**src/rtl/game_pkg.sv**
```systemverilog
// Shared definitions for the game logic: level one-hot codes, the
// level-to-length mapping, the answer recorder state type and two small
// helpers that examine the 8-bit press-event vector.
package game_pkg;

    localparam logic [2:0] LV1 = 3'b001;
    localparam logic [2:0] LV2 = 3'b010;
    localparam logic [2:0] LV3 = 3'b100;

    localparam int NUM_BTN = 8;
    localparam int COUNT_W = 5;

    typedef enum logic [1:0] {
        ST_IDLE    = 2'd0,
        ST_ARMED   = 2'd1,
        ST_CAPTURE = 2'd2,
        ST_DONE    = 2'd3
    } rec_state_t;

    // Answer length for a one-hot level; 0 marks an invalid level code.
    function automatic logic [COUNT_W-1:0] level_to_len(input logic [2:0] lvl);
        case (lvl)
            LV1:     return 5'd8;
            LV2:     return 5'd12;
            LV3:     return 5'd16;
            default: return 5'd0;
        endcase
    endfunction

    // Number of buttons that produced a press event this cycle.
    function automatic logic [3:0] count_presses(input logic [NUM_BTN-1:0] v);
        logic [3:0] n;
        n = '0;
        for (int i = 0; i < NUM_BTN; i++) begin
            n = n + {3'b000, v[i]};
        end
        return n;
    endfunction

    // Index of the lowest set bit; only meaningful when exactly one bit is set.
    function automatic logic [2:0] press_index(input logic [NUM_BTN-1:0] v);
        logic [2:0] idx;
        idx = '0;
        for (int i = NUM_BTN - 1; i >= 0; i--) begin
            if (v[i]) begin
                idx = 3'(i);
            end
        end
        return idx;
    endfunction

endpackage

```
**src/rtl/btn_debounce.sv**
```systemverilog
// One push-button input path: 2-FF synchroniser, stability counter that
// accepts a new level after DB_CYCLES consecutive disagreeing samples, and a
// one-cycle press pulse on each rising edge of the accepted level.
module btn_debounce #(
    parameter int DB_CYCLES = 20
) (
    input  logic clk,
    input  logic rst,
    input  logic raw,
    output logic level,
    output logic press
);

    localparam int CNT_W = (DB_CYCLES > 1) ? $clog2(DB_CYCLES) : 1;

    logic             sync1_reg;
    logic             sync2_reg;
    logic             level_reg;
    logic             level_d_reg;
    logic [CNT_W-1:0] cnt_reg;

    // Bring the asynchronous button into the clk domain.
    always_ff @(posedge clk) begin
        if (!rst) begin
            sync1_reg <= 1'b0;
            sync2_reg <= 1'b0;
        end else begin
            sync1_reg <= raw;
            sync2_reg <= sync1_reg;
        end
    end

    // Count consecutive samples that disagree with the accepted level; any
    // agreeing sample restarts the count, so short bounces never get through.
    always_ff @(posedge clk) begin
        if (!rst) begin
            level_reg <= 1'b0;
            cnt_reg   <= '0;
        end else if (sync2_reg == level_reg) begin
            cnt_reg <= '0;
        end else if (cnt_reg == CNT_W'(DB_CYCLES - 1)) begin
            level_reg <= sync2_reg;
            cnt_reg   <= '0;
        end else begin
            cnt_reg <= cnt_reg + CNT_W'(1);
        end
    end

    // Delayed copy of the accepted level for rising-edge detection.
    always_ff @(posedge clk) begin
        if (!rst) begin
            level_d_reg <= 1'b0;
        end else begin
            level_d_reg <= level_reg;
        end
    end

    assign level = level_reg;
    assign press = level_reg & ~level_d_reg;

endmodule

```
**src/rtl/button_seq_recorder.sv**
```systemverilog
// Records the player's answer as a sequence of 3-bit button indices.
// Eight debounced buttons feed a four-state controller (IDLE, ARMED,
// CAPTURE, DONE) that writes one entry per clean single press until the
// level-dependent length is reached.
// Build option: define BUTTON_ECHO_LED_EN to drive echo_led with the
// debounced button levels during CAPTURE; otherwise echo_led is tied low.
module button_seq_recorder
    import game_pkg::*;
#(
    parameter int MAX_LEN   = 16,
    parameter int IDX_W     = 3,
    parameter int DB_CYCLES = 20
) (
    input  logic                     clk,
    input  logic                     rst,
    input  logic                     enable,
    input  logic [2:0]               level,
    input  logic [NUM_BTN-1:0]       buttons,
    output logic [MAX_LEN*IDX_W-1:0] seq,
    output logic [COUNT_W-1:0]       count,
    output logic                     done,
    output logic                     multi_err,
    output logic [NUM_BTN-1:0]       echo_led
);

    rec_state_t state_reg;
    rec_state_t state_next;

    logic [NUM_BTN-1:0] level_vec;
    logic [NUM_BTN-1:0] press_vec;
    logic [3:0]         press_cnt;
    logic [2:0]         press_idx;

    logic [COUNT_W-1:0] count_reg;
    logic [COUNT_W-1:0] target_reg;
    logic               multi_err_reg;
    logic [IDX_W-1:0]   entry_reg [MAX_LEN];

    logic write_en;
    logic multi_hit;
    logic clear_all;

    // ------------------------------------------------------------------
    // Input path: one debouncer per button
    // ------------------------------------------------------------------
    generate
        for (genvar gi = 0; gi < NUM_BTN; gi++) begin : g_btn
            btn_debounce #(
                .DB_CYCLES(DB_CYCLES)
            ) u_btn (
                .clk   (clk),
                .rst   (rst),
                .raw   (buttons[gi]),
                .level (level_vec[gi]),
                .press (press_vec[gi])
            );
        end
    endgenerate

    assign press_cnt = count_presses(press_vec);
    assign press_idx = press_index(press_vec);

    // ------------------------------------------------------------------
    // Controller
    // ------------------------------------------------------------------

    // State register.
    always_ff @(posedge clk) begin
        if (!rst) begin
            state_reg <= ST_IDLE;
        end else begin
            state_reg <= state_next;
        end
    end

    // Next-state logic; dropping enable returns to IDLE from anywhere.
    always_comb begin
        state_next = state_reg;
        if (!enable) begin
            state_next = ST_IDLE;
        end else begin
            case (state_reg)
                ST_IDLE: begin
                    if (level_to_len(level) != '0) begin
                        state_next = ST_ARMED;
                    end
                end
                ST_ARMED: begin
                    // Buttons held from before the round must be released first.
                    if (level_vec == '0) begin
                        state_next = ST_CAPTURE;
                    end
                end
                ST_CAPTURE: begin
                    if (write_en && (count_reg + COUNT_W'(1) == target_reg)) begin
                        state_next = ST_DONE;
                    end
                end
                ST_DONE: begin
                    state_next = ST_DONE;
                end
                default: begin
                    state_next = ST_IDLE;
                end
            endcase
        end
    end

    // Output/strobe logic derived from the current state.
    always_comb begin
        write_en  = 1'b0;
        multi_hit = 1'b0;
        done      = 1'b0;
        echo_led  = '0;
        case (state_reg)
            ST_CAPTURE: begin
                write_en  = (press_cnt == 4'd1) && (count_reg < COUNT_W'(MAX_LEN));
                multi_hit = (press_cnt >= 4'd2);
`ifdef BUTTON_ECHO_LED_EN
                echo_led  = level_vec;
`endif
            end
            ST_DONE: begin
                done = 1'b1;
            end
            default: begin
                write_en = 1'b0;
            end
        endcase
    end

    // Any transition into IDLE wipes the recorded answer.
    assign clear_all = (state_next == ST_IDLE);

    // ------------------------------------------------------------------
    // Datapath
    // ------------------------------------------------------------------

    // Count, latched target length and sticky multi-press flag.
    always_ff @(posedge clk) begin
        if (!rst) begin
            count_reg     <= '0;
            target_reg    <= '0;
            multi_err_reg <= 1'b0;
        end else if (clear_all) begin
            count_reg     <= '0;
            multi_err_reg <= 1'b0;
        end else begin
            // Leaving IDLE is the only moment the level is looked at.
            if (state_reg == ST_IDLE) begin
                target_reg <= level_to_len(level);
            end
            if (write_en) begin
                count_reg <= count_reg + COUNT_W'(1);
            end
            if (multi_hit) begin
                multi_err_reg <= 1'b1;
            end
        end
    end

    // Sequence store: entry gi takes the press index when it is the next slot.
    generate
        for (genvar gi = 0; gi < MAX_LEN; gi++) begin : g_entry
            // Entry write/clear.
            always_ff @(posedge clk) begin
                if (!rst) begin
                    entry_reg[gi] <= '0;
                end else if (clear_all) begin
                    entry_reg[gi] <= '0;
                end else if (write_en && (count_reg == COUNT_W'(gi))) begin
                    entry_reg[gi] <= IDX_W'(press_idx);
                end
            end

            assign seq[gi*IDX_W +: IDX_W] = entry_reg[gi];
        end
    endgenerate

    assign count     = count_reg;
    assign multi_err = multi_err_reg;

endmodule

```
**config.mk**
```make
export PLATFORM = sky130hd
export DESIGN_NAME = button_seq_recorder
export DESIGN_NICKNAME = d
export VERILOG_FILES = /design/src/rtl/game_pkg.sv /design/src/rtl/btn_debounce.sv /design/src/rtl/button_seq_recorder.sv
export SDC_FILE = /design/constraint.sdc
export NUM_CORES = 1
export LEC_CHECK = 0
export ABC_AREA = 1
export BUFFER_PORTS_ARGS = -buffer_cell sky130_fd_sc_hd__buf_4
export CAP_MARGIN = 20
export CORE_MARGIN = 1.5
export CORE_UTILIZATION = 61
export DETAILED_ROUTE_END_ITERATION = 10
export PLACE_DENSITY = 0.84
export REMOVE_ABC_BUFFERS = 1
export SYNTH_ARGS = -nofsm -noshare
export SYNTH_HDL_FRONTEND = slang
export SYNTH_SLANG_ARGS = --single-unit
```
**constraint.sdc**
```tcl
create_clock -name clk -period 8.1 [get_ports clk]
set_clock_uncertainty 0.1 [all_clocks]
set_input_delay 0.81 -clock clk [delete_from_list [all_inputs] [get_ports clk]]
set_output_delay 0.81 -clock clk [all_outputs]
set_load 0.05 [all_outputs]
```
==> impl_metrics.json, run 1 <==
{
  "setup-tns-final_ps": 0,
  "grtUsageMet2_pct": 43.1,
  "placement.io_buffers": 68,
  "yosys.area.top_type": "sky130_fd_sc_hd__dfxtp_1",
  "grt_first_pass_wirelength_mm": 18.2,
  "drive_above_1_share_pct": 16.2,
  "path_class": "flip-flop to flip-flop",
  "drt_first_pass_iters": 5,
  "regToRegSetupSlack_ps": 3590,
  "largest_driver_fanout_on_the_critical_path": 12,
  "rsz0062_at_grt": "false",
  "track_usage_pct": 24.0,
  "synth.yosys.warnings": 0,
  "syn_area_sq_mm": 0.00549,
  "dp.final_hpwl_mm": 7.51,
  "cts-buffers-inserted": 17,
  "largest_net_degree_at_the_start_of_global_routing": 45,
  "post-cts-setup-buffers": 0,
  "detail-route-antenna-nets": 0,
  "cp-start-kind": "flip-flop",
  "cts-root-buf": "sky130_fd_sc_hd__clkbuf_8",
  "via_count": 4208,
  "clock_tree.htree_level_count": 4,
  "pwr_density_cell_mw_per_mm2": 233,
  "tritoncts_num_sinks": 131,
  "rows": 34,
  "synth_edf_count": 48,
  "area_delta_synth_final_pct": 20.4,
  "critical_path.endpoint_type": "flip-flop",
  "core_region_area_sq_mm": 0.00872,
  "final_period_minus_worst_setup_slack_ps": 4510,
  "dieWidth_microns": 97.9,
  "n_fill_cell": 560,
  "worst-endpoint-arrival_ps": 4630,
  "grt_use_met1_pct": 26.4,
  "synth-seq-area-share_pct": 56.5,
  "crit_required_ps": 8220,
  "outcome": "finished, final reports clean",
  "clock_tree_buffer_depth": 2,
  "postSynthRegisterBits": 131,
  "final-setup-viol-count": 0,
  "share_of_the_core_filled_with_cells_pct": 75.8,
  "ctsResizeCount": 0,
  "slew_violations": 0,
  "fmax_ghz": 0.222,
  "io-pin-count": 77,
  "die_height_microns": 97.9,
  "grt_antenna_before_repair": 0,
  "initial_standard_cell_utilization_of_the_core_pct": 62.9,
  "grt_remaining_overflow": 0,
  "vdd_drop_max_mv": 0.172,
  "routed_via_density": 5.18,
  "post-layout-total-power_mw": 1.54,
  "maxCapViolCount": 0,
  "post-route-drc-count": 0,
  "clk_latency_ps": 530,
  "min_delay_path_depth": 2,
  "synth.top_cells.by_area": "sky130_fd_sc_hd__dfxtp_1 30%, sky130_fd_sc_hd__edfxtp_1 26%, sky130_fd_sc_hd__nand2_1 7.9%",
  "synthArstFlopShare_pct": 0,
  "yosys_most_used_dff": "sky130_fd_sc_hd__dfxtp_1",
  "synth_largest_type_area_fraction_pct": 30.3,
  "finalCritPeriodShare_pct": 55.6,
  "leakage_nw": 2.91,
  "hold_class": "flip-flop to flip-flop",
  "finalHoldViolCount": 0,
  "route.detailed.wl_per_inst_microns": 13.3,
  "synth_cell_types": 33,
  "clkTransAtPathRegs_ps": 60,
  "first_global_vias": 4118,
  "place.gp.congestion": 0.844,
  "tritoncts": "yes",
  "post_route_wl_mm": 10.8,
  "r2r_cells": 14,
  "largest_reg_flops": 48,
  "antennaDiodeCount": 0,
  "post_cts_hold_buffer_count": 0,
  "layout.cells.most_common": "sky130_fd_sc_hd__nand2_1",
  "global_route.usage.met3_pct": 7.80,
  "netlist_instances": 617,
  "final_cell_mix": "116 x sky130_fd_sc_hd__nand2_1, 110 x sky130_fd_sc_hd__nor2_1, 84 x sky130_fd_sc_hd__inv_1",
  "final_nets": 726,
  "design.die.area_sq_mm": 0.00958,
  "mapped_avg_cell_area_sq_um": 8.90,
  "grt.busiest_layer": "met2",
  "detail_route.iter0.violations": 235
}
[area by class of cell]
cell class / instances / area, sq um / share of cell area [%]
Clock buffer: 20 / 447 / 6.76
Clock inverter: 12 / 130 / 1.97
Inverter: 85 / 319 / 4.83
Multi-Input combinational cell: 387 / 1960 / 29.6
Sequential cell: 131 / 3100 / 47.0
Tap cell: 108 / 135 / 2.04
Timing Repair Buffer: 69 / 518 / 7.84
[critical path, cell delays in order (launching register included)]
cell and delay, ps:
sky130_fd_sc_hd__dfxtp_1 380, sky130_fd_sc_hd__inv_1 70, sky130_fd_sc_hd__nor2_1 210, sky130_fd_sc_hd__fa_1 490, sky130_fd_sc_hd__fa_1 530, sky130_fd_sc_hd__fa_1 560
sky130_fd_sc_hd__ha_1 170, sky130_fd_sc_hd__inv_1 50, sky130_fd_sc_hd__fa_1 500, sky130_fd_sc_hd__nand3_1 80, sky130_fd_sc_hd__nor2_1 110, sky130_fd_sc_hd__nand2_2 190
sky130_fd_sc_hd__nor3_2 390, sky130_fd_sc_hd__nand2_1 210, sky130_fd_sc_hd__nand2_1 180
[kinds of logic after synthesis]
| family | after synthesis | share of synthesized area, % |
|---|---|---|
| AOI/OAI and AO/OA | 53 | 5.13 |
| and+or+nand+nor | 289 | 22.1 |
| DFF | 131 | 56.5 |
| xor gates and xnor gates | 16 | 2.55 |
| adders and majority gates | 21 | 5.33 |
| buffers and inverters | 106 | 8.30 |
| other | 1 | 0.0683 |
[path summary, 6_finish.rpt]
| path | startpoint | to |
|---|---|---|
| setup / recovery | g_btn[3].u_btn.level$_SDFFE_PN0P_ | entry_reg[0][11]$_SDFFCE_PN0P_ |
| hold / removal | g_btn[2].u_btn.sync1_reg$_SDFF_PN0_ | g_btn[2].u_btn.sync2_reg$_SDFF_PN0_ |
| setup reg to reg | g_btn[3].u_btn.level$_SDFFE_PN0P_ | entry_reg[0][11]$_SDFFCE_PN0P_ |
| hold reg to reg | g_btn[2].u_btn.sync1_reg$_SDFF_PN0_ | g_btn[2].u_btn.sync2_reg$_SDFF_PN0_ |
[Yosys cell counts (7+ instances only)]
| library cell | count |
|---|---|
| sky130_fd_sc_hd__a21oi_1 | 30 |
| sky130_fd_sc_hd__buf_2 | 7 |
| sky130_fd_sc_hd__buf_4 | 9 |
| sky130_fd_sc_hd__dfxtp_1 | 83 |
| sky130_fd_sc_hd__edfxtp_1 | 48 |
| sky130_fd_sc_hd__ha_1 | 17 |
| sky130_fd_sc_hd__inv_1 | 84 |
| sky130_fd_sc_hd__nand2_1 | 116 |
| sky130_fd_sc_hd__nand3_1 | 36 |
| sky130_fd_sc_hd__nor2_1 | 110 |
| sky130_fd_sc_hd__nor3_1 | 9 |
| sky130_fd_sc_hd__o21ai_0 | 18 |
| sky130_fd_sc_hd__xor2_1 | 15 |
[through the flow]
step,hold slack (ps),setup WS (ps),cell area [sq um],instances
after floorplan,290,4090,5380,603
after global routing,334,3310,6610,812
after detailed placement,301,3660,6030,780
after CTS,316,3620,6610,812
final,313,3590,6610,812
after global placement,291,3770,6030,780
[metal layers]
layer	wire length, microns	part of all wire (%)
met5	0	0
met4	193	1.8
met3	666	6.2
met2	5710	53
met1	4220	39
[report_power, final]
part / leakage, nW / switching, mW / internal [mW] / total, mW
clock network: 0.282 / 0.274 / 0.456 / 0.730
registers: 1.24 / 0.00761 / 0.699 / 0.707
logic: 1.40 / 0.0767 / 0.0258 / 0.103
total: 2.91 / 0.359 / 1.18 / 1.54
No activity file was read; power rests on OpenSTA's default activity.
==> run 2: changes to the inputs <==
CORE_UTILIZATION = 57   (was 61)
PLACE_DENSITY = 0.79   (was 0.84)
clock period = 4.4 ns   (was 8.1 ns; I/O delays follow)
==> impl_metrics.json, run 2 (same netlist as run 1, synthesis figures left out) <==
{
  "dp.final_hpwl_mm": 7.14,
  "register_area_sq_mm": 0.00310,
  "critical_path.startpoint": "g_btn[1].u_btn.level$_SDFFE_PN0P_",
  "grt_first_pass_wirelength_mm": 17.3,
  "worst-endpoint-arrival_ps": 4350,
  "first_global_vias": 4009,
  "rsz0062_at_grt": "true",
  "vdd_drop_max_mv": 0.264,
  "detail_route.iter0.violations": 158,
  "place_area_sq_mm": 0.00607,
  "drive_above_1_share_pct": 18.1,
  "final_period_minus_worst_setup_slack_ps": 4230,
  "power.share.clock_pct": 47.6,
  "tritoncts_num_sinks": 131,
  "maxCapViolCount": 0,
  "share_comb_of_total_power_pct": 6.8,
  "dieWidth_microns": 101,
  "regToRegStartpoint": "g_btn[1].u_btn.level$_SDFFE_PN0P_",
  "p_int_mw": 2.20,
  "largest_driver_fanout_on_the_critical_path": 9,
  "via_count": 4163,
  "routed_via_density": 4.94,
  "fmax_ghz": 0.236,
  "pwr_density_cell_mw_per_mm2": 420,
  "place.gp.congestion": 0.863,
  "n_fill_cell": 693,
  "leakage_nw": 2.96,
  "rows": 35,
  "hold_path.startpoint": "buttons[7]",
  "grt_remaining_overflow": 0,
  "final_standard_cell_area_without_fillers_sq_mm": 0.00679,
  "tritoncts": "yes",
  "detail-route-antenna-nets": 0,
  "path_class": "flip-flop to flip-flop",
  "antennaDiodeCount": 0,
  "final_cell_mix": "111 x sky130_fd_sc_hd__nand2_1, 106 x sky130_fd_sc_hd__nor2_1, 84 x sky130_fd_sc_hd__inv_1",
  "cp-start-kind": "flip-flop",
  "die_height_microns": 101,
  "hold_class": "input pin to flip-flop",
  "cts-buffers-inserted": 17,
  "grt_antenna_before_repair": 0,
  "cts-root-buf": "sky130_fd_sc_hd__clkbuf_8",
  "design.die.area_sq_mm": 0.0102,
  "share_of_the_core_filled_with_cells_pct": 73.1,
  "slew_violations": 0,
  "drt_first_pass_iters": 4,
  "clk_latency_ps": 520,
  "area_of_the_multi_input_gates_sq_mm": 0.00202,
  "initial_standard_cell_utilization_of_the_core_pct": 59.1,
  "io-pin-count": 77,
  "final_nets": 736,
  "post-route-drc-count": 0,
  "outcome": "finished, final reports clean",
  "core_region_area_sq_mm": 0.00928,
  "post_route_wl_mm": 10.4,
  "layout.cells.most_common": "sky130_fd_sc_hd__nand2_1",
  "route.detailed.wl_per_inst_microns": 12.4,
  "clock_tree_buffer_depth": 2,
  "track_usage_pct": 22.0,
  "final-setup-viol-count": 0,
  "clkTransAtPathRegs_ps": 60,
  "finalCritPeriodShare_pct": 96.2,
  "regToRegSetupSlack_ps": 170,
  "critical_path.endpoint_type": "flip-flop",
  "largest_reg_flops": 48,
  "p_sw_uw": 655,
  "crit_required_ps": 4510,
  "area_delta_synth_final_pct": 23.7,
  "placement.io_buffers": 68,
  "sw_frac_of_total_pct": 23.0,
  "largest_net_degree_at_the_start_of_global_routing": 45,
  "clock_tree.htree_level_count": 4,
  "finalHoldViolCount": 0,
  "seq_power_share_pct": 45.6
}
## run 2: changes by cell type in the layout (fill, tap and decap cells not counted), sizes merged
cell and change:
clkinvlp +1, bufinv +1, buf +4, clkbuf -2
dlygate4sd3 +6
## run 2: per-layer routing
layer | track usage [%] | wire, microns | vias up
met5 | 0 | 0 | -
met4 | 8.23 | 112 | 0
met3 | 6.00 | 592 | 13
met2 | 40.2 | 5410 | 132
met1 | 24.5 | 4310 | 1910
li1 | - | - | 2108
## run 2: final cells by class
cell class                      count  share of cell area, %
Tap cell                          129                   2.38
Timing Repair Buffer               79                   8.96
Multi-Input combinational cell    387                   29.7
Clock buffer                       18                   6.15
Sequential cell                   131                   45.7
Inverter                           85                   4.70
Clock inverter                     14                   2.40
## run 2: worst paths after layout
kind	to	depth (start not counted)
setup / recovery	entry_reg[0][12]$_SDFFCE_PN0P_	15
hold / removal	g_btn[7].u_btn.sync1_reg$_SDFF_PN0_	3
setup reg to reg	entry_reg[0][12]$_SDFFCE_PN0P_	15
hold reg to reg	g_btn[6].u_btn.sync2_reg$_SDFF_PN0_	2
## run 2: per-stage QoR
stage	setup TNS, ps	worst slack (ps)	hold slack, ps	power [mW]	cells
after floorplan	0	391	290	1.45	603
after global placement	0	144	295	1.51	802
after detailed placement	0	5.97	296	1.51	802
after CTS	0	52.7	2.16	2.88	840
after global routing	-272	-27.8	12.0	2.94	843
final	0	166	16.0	2.85	843
## run 2: repair_timing
item,in CTS,in global routing
endpoints found under the setup margin,9,95
gates resized for setup,2,15
setup buffers,0,3
endpoints found under the hold margin,6,0
hold buffers,6,0
pin swaps,0,4
## run 2: power by group through the flow
stage	clock [mW]	combinational [mW]	sequential [mW]
finish	1.36	0.194	1.30
global route	1.43	0.206	1.30
CTS	1.38	0.193	1.30
detailed placement	0	0.188	1.33
global placement	0	0.185	1.33
floorplan	0	0.0514	1.40
## run 2: worst max-delay path, cell delays in order, from the launching register on
cell and delay, ps:
sky130_fd_sc_hd__dfxtp_1 380, sky130_fd_sc_hd__inv_1 110, sky130_fd_sc_hd__nor2_4 120, sky130_fd_sc_hd__fa_1 450
sky130_fd_sc_hd__fa_1 470, sky130_fd_sc_hd__fa_1 550, sky130_fd_sc_hd__ha_1 160, sky130_fd_sc_hd__inv_1 60
sky130_fd_sc_hd__fa_1 500, sky130_fd_sc_hd__nand3_1 90, sky130_fd_sc_hd__nor2_2 160, sky130_fd_sc_hd__nand2_4 130
sky130_fd_sc_hd__nor3_4 290, sky130_fd_sc_hd__buf_4 160, sky130_fd_sc_hd__nand2_1 50, sky130_fd_sc_hd__nand2_1 150
==> run 3: changes to the inputs <==
CORE_UTILIZATION = 50   (was 57)
GPL_TIMING_DRIVEN = 0   (was default)
PLACE_DENSITY = 0.71   (was 0.79)
==> impl_metrics.json, run 3 (same netlist as run 1, synthesis figures left out) <==
{
  "largest_reg_flops": 48,
  "track_usage_pct": 19.0,
  "placement.io_buffers": 68,
  "place.gp.congestion": 0.795,
  "share_of_the_core_filled_with_cells_pct": 63.6,
  "timing.critical_path.slowest_cell_delay_ps": 550,
  "clkTransAtPathRegs_ps": 60,
  "pwr_density_cell_mw_per_mm2": 426,
  "area_delta_synth_final_pct": 25.0,
  "grt_antenna_before_repair": 0,
  "place_area_sq_mm": 0.00607,
  "post-route-drc-count": 0,
  "outcome": "finished, final reports clean",
  "cts-buffers-inserted": 17,
  "vdd_drop_max_mv": 0.262,
  "n_fill_cell": 870,
  "detail_route.iter0.violations": 129,
  "tritoncts_num_sinks": 131,
  "dieWidth_microns": 108,
  "clock_tree.htree_level_count": 4,
  "hold_class": "input pin to flip-flop",
  "crit_slowest_cell": "sky130_fd_sc_hd__fa_1",
  "leakage_nw": 2.98,
  "initial_standard_cell_utilization_of_the_core_pct": 50.9,
  "cts-root-buf": "sky130_fd_sc_hd__clkbuf_8",
  "finalCritPeriodShare_pct": 96.1,
  "grt_remaining_overflow": 0,
  "final_nets": 739,
  "tightest_slew_ps": 863,
  "finalWorstSetupSlack_ps": 173,
  "place_ws_ps": -138,
  "fmax_ghz": 0.237,
  "routed_via_density": 4.75,
  "grt_first_pass_wirelength_mm": 16.9,
  "register_area_sq_mm": 0.00311,
  "first_global_vias": 3776,
  "io-pin-count": 77,
  "critical_path.endpoint_type": "flip-flop",
  "route.detailed.wl_per_inst_microns": 12.0,
  "drt_first_pass_iters": 4,
  "grt.busiest_layer": "met2",
  "clk_latency_ps": 530,
  "largest_net_degree_at_the_start_of_global_routing": 45,
  "tritoncts": "yes",
  "grtUsageMet2_pct": 32.7,
  "final_period_minus_worst_setup_slack_ps": 4230,
  "final_cell_mix": "112 x sky130_fd_sc_hd__nand2_1, 106 x sky130_fd_sc_hd__nor2_1, 84 x sky130_fd_sc_hd__inv_1",
  "design.die.area_sq_mm": 0.0116,
  "global_route.usage.met3_pct": 4.54,
  "worst-endpoint-arrival_ps": 4360,
  "largest_driver_fanout_on_the_critical_path": 6,
  "final-setup-viol-count": 0,
  "core_region_area_sq_mm": 0.0108,
  "dp.final_hpwl_mm": 6.96,
  "clock_tree_buffer_depth": 2,
  "detail-route-antenna-nets": 0,
  "antennaDiodeCount": 0,
  "rows": 38,
  "die_height_microns": 108,
  "crit_path_cell_trace": "inv_1, nor2_4, fa_1, fa_1, fa_1, ha_1, inv_1, fa_1, nand3_1, nor2_4, nand2_4, nor3_4, nand2_2, nand2_1",
  "grt_use_met1_pct": 22.2,
  "layout.cells.most_common": "sky130_fd_sc_hd__nand2_1",
  "maxCapViolCount": 0,
  "crit_required_ps": 4530,
  "final_standard_cell_area_without_fillers_sq_mm": 0.00686,
  "setup-tns-final_ps": 0,
  "slew_violations": 0,
  "post_route_wl_mm": 10.3,
  "area_of_the_multi_input_gates_sq_mm": 0.00202,
  "worst_slew_margin_rel_pct": 42.1,
  "cp-start-kind": "flip-flop",
  "crit_path_frequent_cell": "sky130_fd_sc_hd__fa_1",
  "path_class": "flip-flop to flip-flop",
  "via_count": 4067,
  "drive_above_1_share_pct": 18.5,
  "finalHoldViolCount": 0
}
[run 3: stage by stage]
step	power, mW	std cells	hold WS, ps
6_report	2.92	857	81.3
5_1_grt	3.01	857	78.2
4_1_cts	2.93	852	67.7
3_5_place_dp	1.51	812	299
3_3_place_gp	1.51	811	295
2_1_floorplan	1.45	603	290
[run 3: power breakdown]
group | switching, mW | leakage (nW) | internal, mW
combinational | 0.140 | 1.45 | 0.0523
clock | 0.522 | 0.294 | 0.907
sequential | 0.0132 | 1.24 | 1.29
[run 3: worst max-delay path: cells and delay by family (launching register included)]
family / cells / cell delay [ps]
DFF: 1 / 330
buffers and inverters: 2 / 200
adders and majority gates: 5 / 2240
and+or+nand+nor: 7 / 1060
[run 3: area by class of cell]
cell class | count | share of cell area [%]
Multi-Input combinational cell | 388 | 29.4
Inverter | 85 | 4.65
Clock buffer | 22 | 7.24
Timing Repair Buffer | 81 | 9.15
Clock inverter | 10 | 1.70
Sequential cell | 131 | 45.3
Tap cell | 140 | 2.55
[run 3: what timing repair did]
action | 4_1_cts | 5_1_grt
pin swaps | 1 | 4
endpoints found under the hold margin | 8 | 0
resized for setup | 7 | 11
setup endpoints to repair | 36 | 57
hold buffers | 8 | 0
buffers inserted | 0 | 4
gates cloned | 0 | 1
[run 3: routing by layer]
layer	part of all wire, %	vias up
met5	0	-
met4	2.1	0
met3	4.6	20
met2	50	90
met1	44	1839
li1	-	2118
[run 3: final timing paths]
kind / start / endpoint / slack (ps) / cells after the start
max: g_btn[0].u_btn.level$_SDFFE_PN0P_ / entry_reg[0][6]$_SDFFCE_PN0P_ / 170 / 14
max reg2reg: g_btn[0].u_btn.level$_SDFFE_PN0P_ / entry_reg[0][6]$_SDFFCE_PN0P_ / 170 / 14
min: enable / state_reg[1]$_SDFF_PN0_ / 80 / 3
min reg2reg: g_btn[6].u_btn.sync1_reg$_SDFF_PN0_ / g_btn[6].u_btn.sync2_reg$_SDFF_PN0_ / 310 / 2
